==> src/rtl/button_pkg.sv <==
// Shared definitions for the button event classifier: event codes and FSM state encoding.
package button_pkg;

    localparam logic [2:0] EV_NONE   = 3'd0;
    localparam logic [2:0] EV_SHORT  = 3'd1;
    localparam logic [2:0] EV_DOUBLE = 3'd2;
    localparam logic [2:0] EV_LONG   = 3'd3;
    localparam logic [2:0] EV_REPEAT = 3'd4;

    localparam logic [2:0] ST_IDLE      = 3'd0;
    localparam logic [2:0] ST_PRESS1    = 3'd1;
    localparam logic [2:0] ST_LONG_HELD = 3'd2;
    localparam logic [2:0] ST_WAIT2     = 3'd3;
    localparam logic [2:0] ST_WAIT_REL  = 3'd4;

    typedef enum logic [2:0] {
        S_IDLE      = ST_IDLE,
        S_PRESS1    = ST_PRESS1,
        S_LONG_HELD = ST_LONG_HELD,
        S_WAIT2     = ST_WAIT2,
        S_WAIT_REL  = ST_WAIT_REL
    } state_t;

endpackage

==> src/rtl/button_event_ctrl_if.sv <==
// Event channel from the classifier to its consumer.
// Handshake: an event transfers on a clk edge where evt_valid and evt_ready are both 1;
// evt_valid/evt_code hold steady until that transfer, evt_ready may change freely.
interface button_event_ctrl_if;
    logic       evt_valid;
    logic [2:0] evt_code;
    logic       evt_ready;

    modport master (output evt_valid, output evt_code, input evt_ready);
    modport slave  (input evt_valid, input evt_code, output evt_ready);
endinterface

==> src/rtl/event_slot.sv <==
// One-entry valid/ready holding register with a sticky overflow flag for dropped pushes.
module event_slot #(
    parameter int W = 3
) (
    input  logic         clk,
    input  logic         reset,
    input  logic         push_i,
    input  logic [W-1:0] push_data_i,
    input  logic         ready_i,
    input  logic         ovf_clr_i,
    output logic         valid_o,
    output logic [W-1:0] data_o,
    output logic         overflow_o
);

    logic         valid_q, valid_d;
    logic [W-1:0] data_q, data_d;
    logic         ovf_q, ovf_d;
    logic         drop;

    always_comb begin
        valid_d = valid_q;
        data_d  = data_q;
        ovf_d   = ovf_q;
        // A push while the slot is occupied and not draining is lost; the old entry wins.
        drop    = push_i && valid_q && !ready_i;
        if (push_i && !drop) begin
            valid_d = 1'b1;
            data_d  = push_data_i;
        end else if (valid_q && ready_i) begin
            valid_d = 1'b0;
        end
        if (ovf_clr_i) ovf_d = 1'b0;
        if (drop)      ovf_d = 1'b1;
    end

    always_ff @(posedge clk) begin
        if (reset) begin
            valid_q <= 1'b0;
            data_q  <= '0;
            ovf_q   <= 1'b0;
        end else begin
            valid_q <= valid_d;
            data_q  <= data_d;
            ovf_q   <= ovf_d;
        end
    end

    assign valid_o    = valid_q;
    assign data_o     = data_q;
    assign overflow_o = ovf_q;

endmodule

==> src/rtl/button_event_ctrl.sv <==
// Turns a debounced button level into short/double/long/repeat events, one at a time
// through a single-entry event slot.
module button_event_ctrl
    import button_pkg::*;
#(
    parameter int CNT_W         = 24,
    parameter int LONG_CYCLES   = 12_000_000,
    parameter int DCLICK_CYCLES = 4_000_000,
    parameter int REPEAT_CYCLES = 2_000_000
) (
    input  logic                clk,
    input  logic                reset,
    input  logic                btn_level,
    input  logic                enable,
    input  logic                ovf_clr,
    output logic                overflow,
    output logic                held,
    output state_t              dbg_state,
    button_event_ctrl_if.master evt
);

    localparam logic [CNT_W-1:0] LONG_LAST   = CNT_W'(LONG_CYCLES - 1);
    localparam logic [CNT_W-1:0] DCLICK_LAST = CNT_W'(DCLICK_CYCLES - 1);
    localparam logic [CNT_W-1:0] REPEAT_LAST = CNT_W'(REPEAT_CYCLES - 1);

    state_t           state_q, state_d;
    logic [CNT_W-1:0] cnt_q, cnt_d, cnt_inc;
    logic             held_q;
    logic             evt_push;
    logic [2:0]       evt_push_code;

    always_comb begin
        state_d       = state_q;
        cnt_d         = cnt_q;
        evt_push      = 1'b0;
        evt_push_code = EV_NONE;
        cnt_inc       = (cnt_q == '1) ? cnt_q : cnt_q + CNT_W'(1);
        if (!enable) begin
            state_d = S_IDLE;
            cnt_d   = '0;
        end else begin
            case (state_q)
                S_IDLE: begin
                    if (btn_level) begin
                        state_d = S_PRESS1;
                        cnt_d   = '0;
                    end
                end
                S_PRESS1: begin
                    // Release is checked first so it beats the long-press terminal count.
                    if (!btn_level) begin
                        state_d = S_WAIT2;
                        cnt_d   = '0;
                    end else if (cnt_q == LONG_LAST) begin
                        evt_push      = 1'b1;
                        evt_push_code = EV_LONG;
                        state_d       = S_LONG_HELD;
                        cnt_d         = '0;
                    end else begin
                        cnt_d = cnt_inc;
                    end
                end
                S_LONG_HELD: begin
                    if (!btn_level) begin
                        state_d = S_IDLE;
                        cnt_d   = '0;
                    end else if (cnt_q == REPEAT_LAST) begin
                        evt_push      = 1'b1;
                        evt_push_code = EV_REPEAT;
                        cnt_d         = '0;
                    end else begin
                        cnt_d = cnt_inc;
                    end
                end
                S_WAIT2: begin
                    // A second press on the expiry cycle still counts as a double click.
                    if (btn_level) begin
                        evt_push      = 1'b1;
                        evt_push_code = EV_DOUBLE;
                        state_d       = S_WAIT_REL;
                    end else if (cnt_q == DCLICK_LAST) begin
                        evt_push      = 1'b1;
                        evt_push_code = EV_SHORT;
                        state_d       = S_IDLE;
                        cnt_d         = '0;
                    end else begin
                        cnt_d = cnt_inc;
                    end
                end
                S_WAIT_REL: begin
                    if (!btn_level) begin
                        state_d = S_IDLE;
                        cnt_d   = '0;
                    end
                end
                default: begin
                    state_d = S_IDLE;
                    cnt_d   = '0;
                end
            endcase
        end
    end

    always_ff @(posedge clk) begin
        if (reset) begin
            state_q <= S_IDLE;
            cnt_q   <= '0;
            held_q  <= 1'b0;
        end else begin
            state_q <= state_d;
            cnt_q   <= cnt_d;
            held_q  <= btn_level;
        end
    end

    event_slot #(.W(3)) u_slot (
        .clk         (clk),
        .reset       (reset),
        .push_i      (evt_push),
        .push_data_i (evt_push_code),
        .ready_i     (evt.evt_ready),
        .ovf_clr_i   (ovf_clr),
        .valid_o     (evt.evt_valid),
        .data_o      (evt.evt_code),
        .overflow_o  (overflow)
    );

    assign held      = held_q;
    assign dbg_state = state_q;

endmodule

==> src/flat_wrapper.sv <==
// flat-port wrapper written by rule: the top's interface ports become plain ports
module button_event_ctrl_flat import button_pkg::*;
#(
    parameter int CNT_W         = 24,
    parameter int LONG_CYCLES   = 12_000_000,
    parameter int DCLICK_CYCLES = 4_000_000,
    parameter int REPEAT_CYCLES = 2_000_000
)
  (clk, reset, btn_level, enable, ovf_clr, overflow, held, dbg_state, evt_evt_valid, evt_evt_code, evt_evt_ready);
  button_event_ctrl_if evt_i ();
  input  logic clk;
  input  logic reset;
  input  logic btn_level;
  input  logic enable;
  input  logic ovf_clr;
  output logic overflow;
  output logic held;
  output state_t dbg_state;
  output wire logic [$bits(evt_i.evt_valid)-1:0] evt_evt_valid;
  output wire logic [$bits(evt_i.evt_code)-1:0] evt_evt_code;
  input wire logic [$bits(evt_i.evt_ready)-1:0] evt_evt_ready;
  assign evt_evt_valid = evt_i.evt_valid;
  assign evt_evt_code = evt_i.evt_code;
  assign evt_i.evt_ready = evt_evt_ready;
  button_event_ctrl #(.CNT_W(CNT_W), .LONG_CYCLES(LONG_CYCLES), .DCLICK_CYCLES(DCLICK_CYCLES), .REPEAT_CYCLES(REPEAT_CYCLES)) u_core (.clk(clk), .reset(reset), .btn_level(btn_level), .enable(enable), .ovf_clr(ovf_clr), .overflow(overflow), .held(held), .dbg_state(dbg_state), .evt(evt_i));
endmodule
==> config.mk <==
export PLATFORM = sky130hd
export DESIGN_NAME = button_event_ctrl_flat
export DESIGN_NICKNAME = d
export VERILOG_FILES = /design/src/rtl/button_pkg.sv /design/src/rtl/button_event_ctrl_if.sv /design/src/rtl/event_slot.sv /design/src/rtl/button_event_ctrl.sv /design/src/flat_wrapper.sv
export SDC_FILE = /design/constraint.sdc
export NUM_CORES = 1
export LEC_CHECK = 0
export BUFFER_PORTS_ARGS = -buffer_cell sky130_fd_sc_hd__buf_2
export CAP_MARGIN = 20
export CORE_MARGIN = 10
export CORE_UTILIZATION = 55
export CTS_CLUSTER_SIZE = 25
export DETAILED_ROUTE_END_ITERATION = 10
export GPL_TIMING_DRIVEN = 1
export HOLD_SLACK_MARGIN = 0.1
export PLACE_DENSITY = 0.74
export SYNTH_ARGS = -nofsm -noshare
export SYNTH_HDL_FRONTEND = slang
export SYNTH_SLANG_ARGS = --single-unit
==> constraint.sdc <==
create_clock -name clk -period 2.1 [get_ports clk]
set_input_delay 0.315 -clock clk [delete_from_list [all_inputs] [get_ports clk]]
set_output_delay 0.315 -clock clk [all_outputs]
set_load 0.02 [all_outputs]
==> results.toml, run 1 <==
[sta]
layout_min_cycle_time_ns = 2.00
fmaxAchievable_mhz = 499
tightestPinTransition_ns = 0.447
hold_ws_ns = 0.243
fin_worst_skew_ns = 0.00677
fin_crit_sh = 0.954
relSlewSlack = 0.702
timing.final.setup_violations = 0
timing_hold_violations_final = 0
slew_viol_final = 0

[global_routing]
globalRoute.totalOverflow = 0
number_of_global_route_vias_before_repair = 1698
maximum_number_of_pins_on_one_net_before_global_route_repair = 25
antenna_found_initial = 0
grt_pass1_wl_um = 7440
grtUsageTotal = 0.148

[die]
floorplan.die.width_um = 78.8
die-area_um2 = 6210
initial_standard_cell_utilization_of_the_core = 0.570
placeableCoreArea_um2 = 3340
fp.dieH_um = 78.8
placement_rows = 21
ioPinCount = 15

[cells_and_area]
most_frequent_cells_in_the_layout = "sky130_fd_sc_hd__nor2_1 (39), sky130_fd_sc_hd__dfxtp_1 (31), sky130_fd_sc_hd__buf_4 (23)"
layout-drive-gt1-share = 0.236
fin_cells = 305
num_antenna_cells = 0
layout-area-overhead-vs-synth_pct = 16.7
mostFrequentLayoutCell = "sky130_fd_sc_hd__nor2_1"
finalNetCount = 265

[routing]
routed_via_density = 5.62
remaining_drc_errors = 0
wire_per_inst_um = 14.0
detail-route-antenna-nets = 0
number_of_design_rule_violations_left_by_the_first_detailed_router_iteration = 73
routed_wirelength_um = 4260
detailedRoute.firstPassIterationCount = 4
detailroute.via_count = 1715

[placed_design]
dpl.cell_count = 295
finalWeightedCongestion = 0.931
place.port_buffers = 14
hpwlAfterDp_um = 3190

[clocking]
cts_root_buffer = "sky130_fd_sc_hd__clkbuf_4"
path_clk_slew_ns = 0.10
cts_sinks = 33
cts_buffer_depth = 2
ctsHoldBuffers = 0
cts_tree = "yes"
number_of_h_tree_levels = 2
worst_skew_pair.late_latency_ns = 0.33
cts-buffers-inserted = 5

[power_and_ir_drop]
power.leakage_nw = 0.802
seq_power_share = 0.604
max-vdd-ir-drop_mv = 0.374
netSwitchingFraction = 0.241
power.share.clock = 0.322
power-per-cell-area_nw_per_um2 = 472
combPwrFrac = 0.074
power.switching_mw = 0.252
cell_internal_pwr_mw = 0.794

[yosys]
synth-edff-count = 0
synth_instances = 222
synth_area_um2 = 1900
synth_area_leaders = "sky130_fd_sc_hd__dfxtp_1 (35%), sky130_fd_sc_hd__nor2_1 (7.7%), sky130_fd_sc_hd__xor2_1 (6.0%), sky130_fd_sc_hd__nand3_1 (3.9%), sky130_fd_sc_hd__xnor2_1 (3.7%)"
synth-seq-area-share = 0.348
synth.distinct_cells = 53
synth_top_area_frac = 0.348
yosys_warnings = 0
yosysTopAreaCell = "sky130_fd_sc_hd__dfxtp_1"
async_reset_ff_frac = 0
syn_area_per_cell_um2 = 8.56
count_of_state_elements_after_synthesis = 33
ys.flop_type = "sky130_fd_sc_hd__dfxtp_1"
syn-num-nets = 229

[worst_setup_path]
worstPathArrival_ns = 2.23
timing.critical_path.required_ns = 2.33
start_to_end_type_of_the_worst_setup_path = "reg -> reg"
timing.critical_path.fanout_max = 3
timing.critical_path.from_type = "register"
critPathCaptureType = "register"

[flow_run]
timing.max_cap.violations = 0

[min_path]
min-delay-path-class = "in -> reg"

[run_status]
outcome = "finished, final reports clean"
[power by group through the flow]
| stage | clock (mW) | sequential (mW) | combinational (mW) |
|---|---|---|---|
| detailed placement | 0 | 0.646 | 0.0751 |
| CTS | 0.348 | 0.631 | 0.0752 |
| floorplan | 0 | 0.650 | 0.0445 |
| global route | 0.377 | 0.632 | 0.0850 |
| global placement | 0 | 0.646 | 0.0740 |
| finish | 0.337 | 0.631 | 0.0776 |
[cells in the mapped netlist, types with 3 or more instances]
library cell / number
sky130_fd_sc_hd__dfxtp_1: 33
sky130_fd_sc_hd__o21ai_0: 3
sky130_fd_sc_hd__mux2i_1: 3
sky130_fd_sc_hd__nand4_1: 8
sky130_fd_sc_hd__and3_1: 6
sky130_fd_sc_hd__nor4_1: 3
sky130_fd_sc_hd__inv_1: 3
sky130_fd_sc_hd__nand2b_1: 5
sky130_fd_sc_hd__nand3_1: 15
sky130_fd_sc_hd__xnor2_1: 8
sky130_fd_sc_hd__nand2_1: 16
sky130_fd_sc_hd__buf_6: 3
sky130_fd_sc_hd__a21oi_1: 6
sky130_fd_sc_hd__nor2b_1: 3
sky130_fd_sc_hd__nor3_1: 8
sky130_fd_sc_hd__nor2_1: 39
sky130_fd_sc_hd__nor4bb_1: 3
sky130_fd_sc_hd__a211oi_1: 3
sky130_fd_sc_hd__nand4b_1: 3
sky130_fd_sc_hd__buf_4: 3
sky130_fd_sc_hd__xor2_1: 13
[per-stage QoR]
stage	setup slack [ns]	power [mW]	instance area, µm²	TNS, ns	util
after floorplan	0.157	0.694	1900	0	-
after global placement	0.0890	0.720	2140	0	0.640
after detailed placement	0.0644	0.721	2140	0	0.640
after CTS	0.0381	1.05	2190	0	0.655
after global routing	-0.00169	1.09	2220	-0.00169	0.664
final	0.0957	1.05	2220	0	0.664
[final cells by class]
| type | count | area, µm² |
|---|---|---|
| flip-flops and latches | 33 | 663 |
| fillers | 307 | 1120 |
| inverters | 3 | 11.3 |
| repair buffers | 38 | 263 |
| well taps | 46 | 57.6 |
| clock buffers | 8 | 48.8 |
| multi-input cells | 177 | 1170 |
[sequential cells by signal, indices dropped and copies added, names as in the netlist]
name / count
u_core.u_slot.valid_o: 1
u_core.held: 1
u_core.cnt_q: 24
u_core.u_slot.data_o: 3
u_core.u_slot.overflow_o: 1
u_core.dbg_state: 3
[final timing paths]
| path | start | endpoint | slack (ns) | cells after the start |
|---|---|---|---|---|
| max | u_core.cnt_q[9] | u_core.u_slot.data_o[2] | 0.1 | 6 |
| min | ovf_clr | u_core.u_slot.overflow_o | 0.24 | 3 |
| max reg2reg | u_core.cnt_q[9] | u_core.u_slot.data_o[2] | 0.1 | 6 |
| min reg2reg | u_core.u_slot.overflow_o | u_core.u_slot.overflow_o | 0.48 | 2 |
[cell families after synthesis]
kind of cell	synth area share
and+or+nand+nor	0.384
DFF	0.348
AOI/OAI and AO/OA	0.0988
xor gates and xnor gates	0.0968
buffers and inverters	0.0421
muxes	0.0237
adders and majority gates	0.00658
[worst max-delay path, cell delays in order (launching register included)]
cell                        delay, ns
sky130_fd_sc_hd__dfxtp_1         0.33
sky130_fd_sc_hd__or3_4           0.42
sky130_fd_sc_hd__nor3_4          0.14
sky130_fd_sc_hd__nand4_2         0.14
sky130_fd_sc_hd__a2111oi_4       0.43
sky130_fd_sc_hd__o21ai_2         0.13
sky130_fd_sc_hd__mux2_4          0.30
[metal layers]
layer / track usage / up-vias / part of all wire
met4: 0.0753 / 0 / 0.012
li1: - / 871 / -
met2: 0.245 / 40 / 0.49
met1: 0.164 / 799 / 0.43
met3: 0.0518 / 5 / 0.065
met5: 0 / - / 0
[timing repair]
| action | CTS | global route |
|---|---|---|
| gates resized for setup | 0 | 5 |
| setup endpoints to repair | 0 | 25 |
| setup buffers | 0 | 2 |
Power figures use the tool's default switching activity.
==> run 2, diff against run 1 <==
--- a/config.mk
+++ b/config.mk
@@ -9,11 +9,13 @@
 export CAP_MARGIN = 20
 export CORE_MARGIN = 10
 export CORE_UTILIZATION = 55
+export CTS_BUF_LIST = sky130_fd_sc_hd__clkbuf_16
 export CTS_CLUSTER_SIZE = 25
 export DETAILED_ROUTE_END_ITERATION = 10
-export GPL_TIMING_DRIVEN = 1
+export GPL_TIMING_DRIVEN = 0
 export HOLD_SLACK_MARGIN = 0.1
 export PLACE_DENSITY = 0.74
+export SLEW_MARGIN = 20
 export SYNTH_ARGS = -nofsm -noshare
 export SYNTH_HDL_FRONTEND = slang
 export SYNTH_SLANG_ARGS = --single-unit
==> results.toml, run 2 (synthesis gave the netlist of run 1 again) <==
[clocking]
cts-buffers-inserted = 5
ctsHoldBuffers = 0
number_of_h_tree_levels = 2
cts_root_buffer = "sky130_fd_sc_hd__clkbuf_16"
cts_buffer_depth = 2
cts_tree = "yes"
worst_skew_pair.late_latency_ns = 0.28
path_clk_slew_ns = 0.06
cts_sinks = 33

[run_status]
outcome = "finished, final reports clean"

[die]
ioPinCount = 15
initial_standard_cell_utilization_of_the_core = 0.570
floorplan.die.width_um = 78.8
placeableCoreArea_um2 = 3340
fp.dieH_um = 78.8
placement_rows = 21
die-area_um2 = 6210

[power_and_ir_drop]
power.switching_mw = 0.313
p_total_mw = 1.41
max-vdd-ir-drop_mv = 0.411
seq_power_share = 0.452
power-per-cell-area_nw_per_um2 = 622
netSwitchingFraction = 0.222
cell_internal_pwr_mw = 1.09
power.leakage_nw = 0.784
combPwrFrac = 0.054
power.share.clock = 0.495

[routing]
remaining_drc_errors = 0
wire_per_inst_um = 14.9
detailroute.via_count = 1707
routed_via_density = 5.83
detailedRoute.firstPassIterationCount = 4
routed_wirelength_um = 4370
number_of_design_rule_violations_left_by_the_first_detailed_router_iteration = 132
detail-route-antenna-nets = 0

[cells_and_area]
final_area_um2 = 2260
multi_input_comb_area_um2 = 1200
num_antenna_cells = 0
most_frequent_cells_in_the_layout = "sky130_fd_sc_hd__nor2_1 (38), sky130_fd_sc_hd__dfxtp_1 (27), sky130_fd_sc_hd__nand2_1 (16)"
mostFrequentLayoutCell = "sky130_fd_sc_hd__nor2_1"
combined_flip_flop_and_latch_cell_area_um2 = 668
finalNetCount = 253
final.fill_count = 284
fin_util = 0.678
layout-area-overhead-vs-synth_pct = 19.1
registers.top_by_ff_count = "u_core.cnt_q"
largest_reg_flops = 24
layout-drive-gt1-share = 0.239

[global_routing]
antenna_found_initial = 0
grtUsageTotal = 0.142
maximum_number_of_pins_on_one_net_before_global_route_repair = 12
grt_pass1_wl_um = 7420
number_of_global_route_vias_before_repair = 1568
globalRoute.totalOverflow = 0

[worst_setup_path]
cp_num_cells = 8
crit_path_cell_trace = "or3_4, nor4_4, nand2_1, o2111ai_1, and3_1, buf_6, buf_6, nor2_1"
crit_path_frequent_cell = "sky130_fd_sc_hd__buf_6"
worst_setup_path_endpoint = "u_core.cnt_q[2]"
timing.critical_path.required_ns = 2.26
start_to_end_type_of_the_worst_setup_path = "reg -> reg"
critPathCaptureType = "register"
timing.critical_path.fanout_max = 10
reg2reg_from = "u_core.cnt_q[12]"
critical-path-top-delay-family = "simple AND/OR/NAND/NOR gates"
timing.critical_path.from_type = "register"
worstPathBufferInverterCount = 2
reg2regPathDepth = 8
worstPathArrival_ns = 2.16
r2r_end = "u_core.cnt_q[2]"
highest_cell_delay_on_the_worst_timing_path_ns = 0.43
cell_at_the_slowest_stage_of_the_critical_path = "sky130_fd_sc_hd__or3_4"
setup.reg_to_reg.worst_slack_ns = 0.10
critical_path.startpoint = "u_core.cnt_q[12]"

[placed_design]
finalWeightedCongestion = 0.887
preCtsSetupSlack_ns = -0.0640
place.port_buffers = 14
hpwlAfterDp_um = 3010
postPlaceCellArea_um2 = 2030

[sta]
fin_worst_skew_ns = 0.00654
fin_crit_sh = 0.950
timing_hold_violations_final = 0
grt_setup_unrepaired = "yes"
timing.final.setup_violations = 0
layout_min_cycle_time_ns = 2.00
setup_ws_ns = 0.105
slew_viol_final = 0
relSlewSlack = 0.651
fmaxAchievable_mhz = 501
tightestPinTransition_ns = 0.519

[min_path]
min-delay-path-class = "in -> reg"

[flow_run]
timing.max_cap.violations = 0
[run 2: final cells by class]
cell class	instances	area share
clock buffers	5	0.0553
plain buffers	8	0.0365
well taps	46	0.0254
clock inverters	3	0.00774
flip-flops and latches	33	0.295
inverters	3	0.00498
repair buffers	18	0.0442
multi-input cells	177	0.531
[run 2: metrics by stage]
stage | setup TNS, ns | hold WS (ns) | std cells
finish | 0 | 0.298 | 293
global route | -0.133 | 0.315 | 293
CTS | 0 | 0.300 | 293
detailed placement | -1.13 | 0.466 | 282
global placement | -1.83 | 0.456 | 282
floorplan | 0 | 0.384 | 222
[run 2: worst min-delay path by stage]
| stage | depth (start not counted) | slack (ns) | end | from |
|---|---|---|---|---|
| floorplan | 1 | 0.38 | u_core.u_slot.overflow_o | reset |
| global route | 3 | 0.32 | u_core.u_slot.overflow_o | ovf_clr |
| finish | 3 | 0.30 | u_core.u_slot.overflow_o | ovf_clr |
| detailed placement | 2 | 0.47 | u_core.u_slot.data_o[1] | u_core.u_slot.data_o[1] |
| CTS | 3 | 0.30 | u_core.u_slot.overflow_o | ovf_clr |
| global placement | 2 | 0.46 | u_core.u_slot.overflow_o | u_core.u_slot.overflow_o |
[run 2: repair_timing]
item                                    4_1_cts  5_1_grt
setup buffers                                 3        1
pin swaps                                     2        8
gates resized for setup                       2       19
endpoints found under the setup margin       21       24
[run 2: routing by layer]
metal | vias to the layer above | global-route usage | routed length [µm]
met4 | 0 | 0.0520 | 94
li1 | 846 | - | -
met1 | 802 | 0.179 | 2000
met2 | 49 | 0.226 | 2010
met5 | - | 0 | 0
met3 | 10 | 0.0405 | 261
[run 2: worst min-delay path, cell delays in order]
cell,delay (ns)
sky130_fd_sc_hd__buf_2,0.07
sky130_fd_sc_hd__nand2b_1,0.09
sky130_fd_sc_hd__a21oi_1,0.05
[run 2: power groups by stage]
stage | Combinational [mW] | Sequential [mW] | Clock (mW)
after detailed placement | 0.0682 | 0.648 | 0
after global routing | 0.0838 | 0.635 | 0.734
after CTS | 0.0691 | 0.635 | 0.701
final | 0.0757 | 0.635 | 0.696
after global placement | 0.0679 | 0.648 | 0
after floorplan | 0.0445 | 0.650 | 0
==> run 3, diff against run 2 <==
==> constraint.sdc (replaced) <==
create_clock -name clk -period 1.9 [get_ports clk]
set_input_delay 0.285 -clock clk [delete_from_list [all_inputs] [get_ports clk]]
set_output_delay 0.285 -clock clk [all_outputs]
set_load 0.02 [all_outputs]
==> results.toml, run 3 (synthesis gave the netlist of run 1 again) <==
[run_status]
outcome = "finished with violations"
failed_checks = "negative setup slack"

[clocking]
cts_buffer_depth = 2
cts_sinks = 33
worst_skew_pair.late_latency_ns = 0.28
ctsHoldBuffers = 0
number_of_h_tree_levels = 2
path_clk_slew_ns = 0.05
cts_tree = "yes"
cts_root_buffer = "sky130_fd_sc_hd__clkbuf_16"
cts-buffers-inserted = 5

[worst_setup_path]
r2r_end = "u_core.cnt_q[10]"
worstPathArrival_ns = 2.12
worstPathBufferInverterCount = 1
highest_cell_delay_on_the_worst_timing_path_ns = 0.48
critPathCaptureType = "register"
worst_setup_path_endpoint = "u_core.cnt_q[10]"
critical_path.startpoint = "u_core.dbg_state[1]"
timing.critical_path.required_ns = 2.07
reg2regPathDepth = 7
start_to_end_type_of_the_worst_setup_path = "reg -> reg"
reg2reg_from = "u_core.dbg_state[1]"
timing.critical_path.from_type = "register"
crit_path_cell_trace = "buf_4, nor4_1, a211o_1, a311oi_2, nor2b_1, xnor2_1, nor2_1"
timing.critical_path.fanout_max = 10
cell_at_the_slowest_stage_of_the_critical_path = "sky130_fd_sc_hd__a311oi_2"
cp_num_cells = 7
critical-path-top-delay-family = "compound AO/OA/AOI/OAI gates"
setup.reg_to_reg.worst_slack_ns = -0.05

[placed_design]
finalWeightedCongestion = 0.906
place.port_buffers = 14
postPlaceCellArea_um2 = 2030
dpl.cell_count = 282
preCtsSetupSlack_ns = -0.234
hpwlAfterDp_um = 3090

[sta]
fin_crit_sh = 1.03
fmaxAchievable_mhz = 512
timing.final.setup_violations = 23
relSlewSlack = 0.679
timing_hold_violations_final = 0
fin_setup_tns_ns = -0.705
hold_ws_ns = 0.275
setup_ws_ns = -0.0515
layout_min_cycle_time_ns = 1.95
grt_setup_unrepaired = "yes"
tightestPinTransition_ns = 0.482
slew_viol_final = 0
fin_worst_skew_ns = 0.00467

[cells_and_area]
mostFrequentLayoutCell = "sky130_fd_sc_hd__nor2_1"
layout-drive-gt1-share = 0.286
finalNetCount = 254
fin_cells = 294
fin_util = 0.699
largest_reg_flops = 24
layout-area-overhead-vs-synth_pct = 22.8
final_area_um2 = 2330
num_antenna_cells = 0
registers.top_by_ff_count = "u_core.cnt_q"
most_frequent_cells_in_the_layout = "sky130_fd_sc_hd__nor2_1 (39), sky130_fd_sc_hd__dfxtp_1 (19), sky130_fd_sc_hd__nand2_1 (15), sky130_fd_sc_hd__nand3_1 (15)"

[global_routing]
antenna_found_initial = 0
grtUsageTotal = 0.150
maximum_number_of_pins_on_one_net_before_global_route_repair = 11
number_of_global_route_vias_before_repair = 1629
globalRoute.totalOverflow = 0
grt_pass1_wl_um = 7690

[die]
placeableCoreArea_um2 = 3340
initial_standard_cell_utilization_of_the_core = 0.570
fp.dieH_um = 78.8
placement_rows = 21
floorplan.die.width_um = 78.8
ioPinCount = 15
die-area_um2 = 6210

[power_and_ir_drop]
p_total_mw = 1.68
max-vdd-ir-drop_mv = 0.504
netSwitchingFraction = 0.202
cell_internal_pwr_mw = 1.34
power.share.clock = 0.530
power.leakage_nw = 0.801
combPwrFrac = 0.053
power-per-cell-area_nw_per_um2 = 720
power.switching_mw = 0.340
seq_power_share = 0.418

[flow_run]
timing.max_cap.violations = 0

[routing]
routed_via_density = 5.80
wire_per_inst_um = 15.4
detailroute.via_count = 1705
detailedRoute.firstPassIterationCount = 4
routed_wirelength_um = 4540
remaining_drc_errors = 0
detail-route-antenna-nets = 0
number_of_design_rule_violations_left_by_the_first_detailed_router_iteration = 149

[min_path]
min-delay-path-class = "in -> reg"
-- run 3: area by class of cell --
type / instances / area (µm²)
multi-input combinational: 177 / 1230
fill: 280 / 1000
tap: 46 / 57.6
buffer: 8 / 86.3
sequential: 33 / 678
inverter: 3 / 11.3
timing repair buffer: 19 / 108
clock buffer: 5 / 125
clock inverter: 3 / 37.5
-- run 3: power groups by stage --
stage                     combinational (mW)  clock, mW  sequential (mW)
after floorplan                       0.0492          0            0.718
after global placement                0.0758          0            0.715
after detailed placement              0.0762          0            0.715
after CTS                             0.0849      0.904            0.701
after global routing                  0.0971      0.928            0.702
final                                 0.0883      0.890            0.702
-- run 3: what timing repair did --
action / in CTS / in global routing
endpoints found under the setup margin: 27 / 29
resized for setup: 20 / 12
gates cloned: 0 / 0
pin swaps: 17 / 5
setup buffers: 4 / 1
-- run 3: worst register-to-register path: stages, from the launching register on --
cell and delay, ns:
sky130_fd_sc_hd__dfxtp_1 0.39, sky130_fd_sc_hd__buf_4 0.21, sky130_fd_sc_hd__nor4_1 0.08, sky130_fd_sc_hd__a211o_1 0.29
sky130_fd_sc_hd__a311oi_2 0.48, sky130_fd_sc_hd__nor2b_1 0.22, sky130_fd_sc_hd__xnor2_1 0.13, sky130_fd_sc_hd__nor2_1 0.05
-- run 3: worst min-delay path by stage --
stage,startpoint,end,slack [ns],cells after the start
after floorplan,reset,u_core.u_slot.overflow_o,0.35,1
after global placement,u_core.u_slot.overflow_o,u_core.u_slot.overflow_o,0.46,2
after detailed placement,u_core.u_slot.data_o[1],u_core.u_slot.data_o[1],0.47,2
after CTS,reset,u_core.u_slot.valid_o,0.27,2
after global routing,ovf_clr,u_core.u_slot.overflow_o,0.29,3
final,reset,u_core.u_slot.valid_o,0.27,2
-- run 3: layer usage --
| layer | GRT usage | up-vias | part of all wire |
|---|---|---|---|
| met5 | 0 | - | 0 |
| met4 | 0.0609 | 0 | 0.017 |
| met3 | 0.0552 | 10 | 0.068 |
| met2 | 0.243 | 49 | 0.48 |
| met1 | 0.176 | 803 | 0.44 |
| li1 | - | 843 | - |
